--- src/rtl/fme_pkg.sv ---
// rtl/fme_pkg.sv - shared types and constants for the SATD scheduler
package fme_pkg;

    typedef enum logic [2:0] {
        S_IDLE,
        S_LOAD,
        S_DRAIN,
        S_CLEAR,
        S_RESP
    } state_t;

    localparam int PIX_W  = 8;
    localparam int DIFF_W = 9;
    localparam int ACC_W  = 18;
    localparam int NPIX   = 16;
    localparam int BLK_W  = NPIX * PIX_W;
    localparam int SATD_W = 16;

    localparam logic [1:0] PU_LOAD  = 2'b01;
    localparam logic [1:0] PU_SHIFT = 2'b10;
    localparam logic [1:0] PU_CLEAR = 2'b11;

endpackage

--- src/rtl/satd_sched_if.sv ---
// rtl/satd_sched_if.sv - requester, response and PU signal bundle for satd_sched
interface satd_sched_if
    import fme_pkg::*;
#(
    parameter int NREQ = 2
);
    localparam int ID_W = (NREQ > 1) ? $clog2(NREQ) : 1;

    logic [NREQ-1:0]       req_valid;
    logic [NREQ-1:0]       req_ready;
    logic [NREQ*BLK_W-1:0] req_ref;
    logic [NREQ*BLK_W-1:0] req_cur;
    logic                  rsp_valid;
    logic                  rsp_ready;
    logic [ID_W-1:0]       rsp_id;
    logic [ACC_W-1:0]      rsp_satd;
    logic                  busy;
    logic [1:0]            pu_sel;
    logic [DIFF_W-1:0]     pu_rc1;
    logic [DIFF_W-1:0]     pu_rc2;
    logic [DIFF_W-1:0]     pu_rc3;
    logic [DIFF_W-1:0]     pu_rc4;
    logic [SATD_W-1:0]     pu_satd;

    modport slave (
        input  req_valid, req_ref, req_cur, rsp_ready, pu_satd,
        output req_ready, rsp_valid, rsp_id, rsp_satd, busy,
               pu_sel, pu_rc1, pu_rc2, pu_rc3, pu_rc4
    );

    modport master (
        output req_valid, req_ref, req_cur, rsp_ready, pu_satd,
        input  req_ready, rsp_valid, rsp_id, rsp_satd, busy,
               pu_sel, pu_rc1, pu_rc2, pu_rc3, pu_rc4
    );

endinterface

--- src/rtl/rr_arbiter.sv ---
// rtl/rr_arbiter.sv - round-robin arbiter, priority moves past the last winner on accept
module rr_arbiter #(
    parameter int NREQ = 2
) (
    input  logic            clk,
    input  logic            rst,
    input  logic [NREQ-1:0] req,
    input  logic            advance,
    output logic [NREQ-1:0] gnt
);
    localparam int IDX_W = (NREQ > 1) ? $clog2(NREQ) : 1;

    logic [IDX_W-1:0] prio;
    logic [IDX_W-1:0] gnt_idx;
    logic             found;
    int               j;

    // scan requesters starting at the priority index, first asserted one wins
    always_comb begin
        gnt     = '0;
        gnt_idx = '0;
        found   = 1'b0;
        j       = 0;
        for (int i = 0; i < NREQ; i++) begin
            j = int'(prio) + i;
            if (j >= NREQ) begin
                j = j - NREQ;
            end
            if (!found && req[j]) begin
                gnt[j]  = 1'b1;
                gnt_idx = IDX_W'(j);
                found   = 1'b1;
            end
        end
    end

    // after an accepted grant the requester following the winner gets priority
    always_ff @(posedge clk or negedge rst) begin
        if (!rst) begin
            prio <= '0;
        end else if (advance) begin
            prio <= (gnt_idx == IDX_W'(NREQ - 1)) ? '0 : gnt_idx + 1'b1;
        end
    end

endmodule

--- src/rtl/satd_sched.sv ---
// rtl/satd_sched.sv - round-robin SATD block scheduler in front of one Hadamard PU
module satd_sched
    import fme_pkg::*;
#(
    parameter int NREQ   = 2,
    parameter int PU_LAT = 1
) (
    input  logic        clk,
    input  logic        rst,
    satd_sched_if.slave bus
);
    localparam int         ID_W      = (NREQ > 1) ? $clog2(NREQ) : 1;
    localparam logic [7:0] ACC_FIRST = 8'(PU_LAT);
    localparam logic [7:0] ACC_LAST  = 8'(PU_LAT + 3);

    state_t            state;
    logic [7:0]        cnt;
    logic [ACC_W-1:0]  acc;
    logic [DIFF_W-1:0] d_q   [NPIX];
    logic [DIFF_W-1:0] cap_d [NPIX];
    logic [NREQ-1:0]   gnt;
    logic [ID_W-1:0]   win_idx;
    logic [BLK_W-1:0]  sel_ref;
    logic [BLK_W-1:0]  sel_cur;
    logic              accept;

    rr_arbiter #(.NREQ(NREQ)) u_arb (
        .clk     (clk),
        .rst     (rst),
        .req     (bus.req_valid),
        .advance (accept),
        .gnt     (gnt)
    );

    // requesters only see the grant while idle and out of reset
    assign bus.req_ready = (state == S_IDLE && rst) ? gnt : '0;
    assign accept        = |bus.req_ready;

    // route the granted requester's pixels to the difference stage
    always_comb begin
        sel_ref = '0;
        sel_cur = '0;
        win_idx = '0;
        for (int r = 0; r < NREQ; r++) begin
            if (gnt[r]) begin
                sel_ref = bus.req_ref[r*BLK_W +: BLK_W];
                sel_cur = bus.req_cur[r*BLK_W +: BLK_W];
                win_idx = ID_W'(r);
            end
        end
    end

    for (genvar k = 0; k < NPIX; k++) begin : g_diff
        assign cap_d[k] = {1'b0, sel_ref[k*PIX_W +: PIX_W]} - {1'b0, sel_cur[k*PIX_W +: PIX_W]};
    end

    // sequencer: capture, four row loads, drain with gated accumulation, PU clear, response
    always_ff @(posedge clk or negedge rst) begin
        if (!rst) begin
            state        <= S_IDLE;
            cnt          <= '0;
            acc          <= '0;
            bus.busy     <= 1'b0;
            bus.rsp_valid <= 1'b0;
            bus.rsp_id   <= '0;
            bus.rsp_satd <= '0;
            bus.pu_sel   <= PU_CLEAR;
            bus.pu_rc1   <= '0;
            bus.pu_rc2   <= '0;
            bus.pu_rc3   <= '0;
            bus.pu_rc4   <= '0;
            for (int i = 0; i < NPIX; i++) begin
                d_q[i] <= '0;
            end
        end else begin
            case (state)
                S_IDLE: begin
                    if (accept) begin
                        d_q        <= cap_d;
                        acc        <= '0;
                        cnt        <= '0;
                        bus.rsp_id <= win_idx;
                        bus.busy   <= 1'b1;
                        bus.pu_sel <= PU_LOAD;
                        bus.pu_rc1 <= cap_d[0];
                        bus.pu_rc2 <= cap_d[1];
                        bus.pu_rc3 <= cap_d[2];
                        bus.pu_rc4 <= cap_d[3];
                        state      <= S_LOAD;
                    end
                end
                S_LOAD: begin
                    if (cnt == 8'd3) begin
                        state      <= S_DRAIN;
                        cnt        <= '0;
                        bus.pu_sel <= PU_SHIFT;
                        bus.pu_rc1 <= '0;
                        bus.pu_rc2 <= '0;
                        bus.pu_rc3 <= '0;
                        bus.pu_rc4 <= '0;
                    end else begin
                        cnt        <= cnt + 8'd1;
                        bus.pu_rc1 <= d_q[4];
                        bus.pu_rc2 <= d_q[5];
                        bus.pu_rc3 <= d_q[6];
                        bus.pu_rc4 <= d_q[7];
                        for (int i = 0; i < NPIX - 4; i++) begin
                            d_q[i] <= d_q[i+4];
                        end
                    end
                end
                S_DRAIN: begin
                    if (cnt >= ACC_FIRST) begin
                        acc <= acc + ACC_W'(bus.pu_satd);
                    end
                    if (cnt == ACC_LAST) begin
                        state      <= S_CLEAR;
                        cnt        <= '0;
                        bus.pu_sel <= PU_CLEAR;
                    end else begin
                        cnt <= cnt + 8'd1;
                    end
                end
                S_CLEAR: begin
                    state         <= S_RESP;
                    bus.rsp_valid <= 1'b1;
                    bus.rsp_satd  <= acc;
                end
                S_RESP: begin
                    if (bus.rsp_ready) begin
                        state         <= S_IDLE;
                        bus.rsp_valid <= 1'b0;
                        bus.busy      <= 1'b0;
                    end
                end
                default: state <= S_IDLE;
            endcase
        end
    end

endmodule

--- src/flat_wrapper.sv ---
// flat-port wrapper written by rule: the top's interface ports become plain ports
module satd_sched_flat import fme_pkg::*;
#(
    parameter int NREQ   = 2,
    parameter int PU_LAT = 1
)
  (clk, rst, bus_req_valid, bus_req_ref, bus_req_cur, bus_rsp_ready, bus_pu_satd, bus_req_ready, bus_rsp_valid, bus_rsp_id, bus_rsp_satd, bus_busy, bus_pu_sel, bus_pu_rc1, bus_pu_rc2, bus_pu_rc3, bus_pu_rc4);
  satd_sched_if #(.NREQ(NREQ)) bus_i ();
  input  logic clk;
  input  logic rst;
  input wire logic [$bits(bus_i.req_valid)-1:0] bus_req_valid;
  input wire logic [$bits(bus_i.req_ref)-1:0] bus_req_ref;
  input wire logic [$bits(bus_i.req_cur)-1:0] bus_req_cur;
  input wire logic [$bits(bus_i.rsp_ready)-1:0] bus_rsp_ready;
  input wire logic [$bits(bus_i.pu_satd)-1:0] bus_pu_satd;
  output wire logic [$bits(bus_i.req_ready)-1:0] bus_req_ready;
  output wire logic [$bits(bus_i.rsp_valid)-1:0] bus_rsp_valid;
  output wire logic [$bits(bus_i.rsp_id)-1:0] bus_rsp_id;
  output wire logic [$bits(bus_i.rsp_satd)-1:0] bus_rsp_satd;
  output wire logic [$bits(bus_i.busy)-1:0] bus_busy;
  output wire logic [$bits(bus_i.pu_sel)-1:0] bus_pu_sel;
  output wire logic [$bits(bus_i.pu_rc1)-1:0] bus_pu_rc1;
  output wire logic [$bits(bus_i.pu_rc2)-1:0] bus_pu_rc2;
  output wire logic [$bits(bus_i.pu_rc3)-1:0] bus_pu_rc3;
  output wire logic [$bits(bus_i.pu_rc4)-1:0] bus_pu_rc4;
  assign bus_i.req_valid = bus_req_valid;
  assign bus_i.req_ref = bus_req_ref;
  assign bus_i.req_cur = bus_req_cur;
  assign bus_i.rsp_ready = bus_rsp_ready;
  assign bus_i.pu_satd = bus_pu_satd;
  assign bus_req_ready = bus_i.req_ready;
  assign bus_rsp_valid = bus_i.rsp_valid;
  assign bus_rsp_id = bus_i.rsp_id;
  assign bus_rsp_satd = bus_i.rsp_satd;
  assign bus_busy = bus_i.busy;
  assign bus_pu_sel = bus_i.pu_sel;
  assign bus_pu_rc1 = bus_i.pu_rc1;
  assign bus_pu_rc2 = bus_i.pu_rc2;
  assign bus_pu_rc3 = bus_i.pu_rc3;
  assign bus_pu_rc4 = bus_i.pu_rc4;
  satd_sched #(.NREQ(NREQ), .PU_LAT(PU_LAT)) u_core (.clk(clk), .rst(rst), .bus(bus_i));
endmodule
--- config.mk ---
export PLATFORM = sky130hd
export DESIGN_NAME = satd_sched_flat
export DESIGN_NICKNAME = d
export VERILOG_FILES = /design/src/rtl/fme_pkg.sv /design/src/rtl/satd_sched_if.sv /design/src/rtl/rr_arbiter.sv /design/src/rtl/satd_sched.sv /design/src/flat_wrapper.sv
export SDC_FILE = /design/constraint.sdc
export NUM_CORES = 1
export LEC_CHECK = 0
export BUFFER_PORTS_ARGS = -buffer_cell sky130_fd_sc_hd__buf_4
export CAP_MARGIN = 10
export CORE_UTILIZATION = 30
export CTS_BUF_LIST = sky130_fd_sc_hd__clkbuf_4 sky130_fd_sc_hd__clkbuf_8 sky130_fd_sc_hd__clkbuf_16
export CTS_CLUSTER_SIZE = 10
export DETAILED_ROUTE_END_ITERATION = 8
export PLACE_DENSITY = 0.63
export SYNTH_ARGS = -nofsm -noshare
export SYNTH_HDL_FRONTEND = slang
export SYNTH_SLANG_ARGS = --single-unit
--- constraint.sdc ---
create_clock -name clk -period 4.1 [get_ports clk]
set_clock_uncertainty 0.15 [all_clocks]
set_input_delay 1.23 -clock clk [delete_from_list [all_inputs] [get_ports clk]]
set_output_delay 1.23 -clock clk [all_outputs]
set_load 0.05 [all_outputs]
==> metrics <==
Net Sw Power 7530 µW; Final ANT Viol Nets 0; IR drop worst, VDD 361 µV; CTS tree done; Final Cell Area about 0.023 mm²; CTS clock-pin slew for the worst setup and hold paths approximately 70 ps; antenna violations before repair 7; Pwr Density about 650 mW/mm²; DR WL/cell approximately 21 µm; Max Clock Freq around 260 MHz; Post-synth top cells nor2_1 (215), dfrtp_1 (195), a21oi_1 (185); layout cell share with drive strength beyond 1 between 30% and 40%; final hold violation count 0; Yosys top cell area share approximately 29%; Reg2Reg Setup Slack between 600 and 700 ps; Syn Area/Cell 8.61 µm²; Yosys cell types 64; die area about 0.056 mm²; Worst EP arrival ~4000 ps; hold endpoint u_core.d_q[28]; vias per cell about 5.4; worst slew pin tran 1230 ps; Tmin final about 3800 ps; Synth Net Count around 2600; Initial Util between 30% and 40%; total power between 15000 and 20000 µW; sw frac between 40% and 50%; H-tree Lvls 4; Hold Crit Start u_core.d_q[28]; unrepaired setup endpoints after global routing no; # port buffers between 500 and 600; # IOs about 590; CP startpoint bus_req_valid[0]; top cells by area, synth dfrtp_1 (29%), ha_1 (12%), a22o_1 (7.4%); Area Overhead vs Synth 41.4%; clock latency on the worst-skew pair around 470 ps; synthesis-stage register bit count between 150 and 200; CP Class in -> reg; clk sink count 197; Non-Filler Instances 3285; Netlist Area Pre-Place 0.0166 mm²; grt ovf 0; power share of the clock group 11.2%; routed wire length around 68000 µm; vias in the first global route around 18000; Tcrit/Tclk final 93.6%; CTS resizes 0; Final #Nets around 3300; fin. max-slew vios 0; Hold-fix buffers, CTS 0; ys async rst share 100%; total of max-cap violations 0; register area share after synthesis slightly below 30%; # DRC 0; Fin Hold WS roughly 330 ps; Die X between 200 and 250 µm; Initial DRC Count 1175; internal power 7820 µW; FP Rows 85; Startpoint Class primary input; WP data required around 4300 ps; first-pass GRT wire length around 100000 µm; Core Area 0.0542 mm²; synth warn 0; # Post-CTS Setup Buffers 0; Total Routing Usage GR a little under a quarter; status completed; DR vias between 15000 and 20000; Die Ht around 240 µm; most numerous cell in the Yosys netlist nor2_1; largest area contributor in the netlist dfrtp_1; dpl hpwl between 50000 and 60000 µm; R2R Path End u_core.d_q[42]; Cells after DPL 3250; root buf cell clkbuf_16; crit path capture type register; Hold Crit Class reg -> reg; largest net degree at the start of global routing between 100 and 150; number of enable flip-flop cells after synthesis 0; Hold Path Depth 2; Initial DRT Pass Iterations 6; R2R cell count 13; TritonCTS Buffers 17; Gate power share between 60% and 70%; slew margin rel. between 10% and 20%; ys flop type dfrtp_1; CTS Buffer Depth 2; leakage power ~0.011 µW; Finished Core Util a little over two fifths; CP Max Fanout 42; Final GP Congestion about 0.92; sequential power share between 20% and 30%; Final setup viols 0; area of placed instances around 0.023 mm²; Post-Syn Instances 1927
## worst max-delay path by stage
stage / depth (start not counted) / slack, ps / to
final: 14 / 260 / u_core.d_q[51]
after global routing: 14 / 200 / u_core.d_q[105]
after CTS: 14 / 310 / u_core.d_q[42]
after detailed placement: 14 / -180 / u_core.d_q[42]
after global placement: 15 / -40 / u_core.d_q[78]
after floorplan: 16 / -20 / u_core.d_q[60]
## cell usage in the layout, fill, tap and decap left out, drive strengths merged, types with 8 or more instances in the layout
cell / synthesis / final
buf: 28 / 757
nor2: 215 / 215
dfrtp: 195 / 195
a21oi: 185 / 185
ha: 155 / 155
a22oi: 154 / 154
a22o: 140 / 140
o21ai: 108 / 108
nand2: 87 / 87
inv: 49 / 56
nor3: 43 / 43
o21a: 38 / 38
xnor2: 35 / 35
a211oi: 33 / 33
nor2b: 29 / 29
a21o: 26 / 26
nand3: 23 / 23
a31oi: 22 / 22
a32oi: 21 / 21
mux2: 21 / 21
or3: 18 / 18
xor2: 18 / 18
clkbuf: 101 / 17
fa: 17 / 17
nor3b: 14 / 14
nand2b: 11 / 11
o31ai: 11 / 11
nor4: 11 / 11
a211o: 10 / 10
o31a: 10 / 10
a221oi: 9 / 9
a21boi: 9 / 9
o41ai: 9 / 9
o21bai: 8 / 8
## per-stage QoR
stage | setup WS [ps] | setup TNS [ps]
2_1_floorplan | -24.3 | -41.7
3_3_place_gp | -41.3 | -125
3_5_place_dp | -176 | -1270
4_1_cts | 313 | 0
5_1_grt | 197 | 0
6_report | 262 | 0
## power by group through the flow
stage	combinational [µW]	sequential [µW]	clock, µW
after floorplan	5690	4300	0
after global routing	10800	3870	1850
final	9880	3760	1720
after CTS	9890	3780	1780
after detailed placement	9830	3820	0
after global placement	9670	3790	0
## worst max-delay path, cell delays in order
cell,delay [ps]
buf_4,120
nand2b_1,100
and2_4,210
buf_12,260
a22o_1,310
ha_1,210
inv_1,70
fa_1,420
a211oi_1,270
o21bai_1,160
a21oi_1,210
xnor2_1,80
a22oi_1,240
a21oi_1,110
## registers in the layout, indices dropped and copies added (netlist names), 2 cells and up, named ones only
| register | flops |
|---|---|
| u_core.bus.pu_rc2 | 9 |
| u_core.state | 3 |
| u_core.acc | 18 |
| u_core.bus.pu_rc1 | 9 |
| u_core.bus.rsp_satd | 18 |
| u_core.d_q | 108 |
| u_core.bus.pu_rc4 | 9 |
| u_core.bus.pu_sel | 2 |
| u_core.cnt | 8 |
| u_core.bus.pu_rc3 | 9 |
## layer usage
| layer | vias to the layer above | GRT usage (%) | wire, µm |
|---|---|---|---|
| met5 | - | 0 | 63 |
| met4 | 10 | 6.49 | 1440 |
| met3 | 70 | 3.93 | 3500 |
| met2 | 586 | 40.8 | 33500 |
| met1 | 8595 | 30.9 | 30000 |
| li1 | 8622 | - | - |
## cells by family after synthesis
family                   Yosys count  synth area share (%)
AND/OR/NAND/NOR                  487                  13.8
buffers and inverters            178                  4.20
XOR/XNOR                          53                  2.80
flip-flops                       197                  29.7
multiplexers                      28                  1.87
AO/OA/AOI/OAI                    812                  33.8
adder cells (fa/ha/maj)          172                  13.7
## area by class of cell
cell class / count / area (µm²)
repair buffers: 757 / 5840
fillers: 5377 / 30800
multi-input cells: 1552 / 11000
clock inverters: 15 / 160
inverters: 49 / 184
well taps: 696 / 871
flip-flops and latches: 197 / 4930
diodes: 2 / 5.00
clock buffers: 17 / 425
Power figures use the tool's default switching activity.
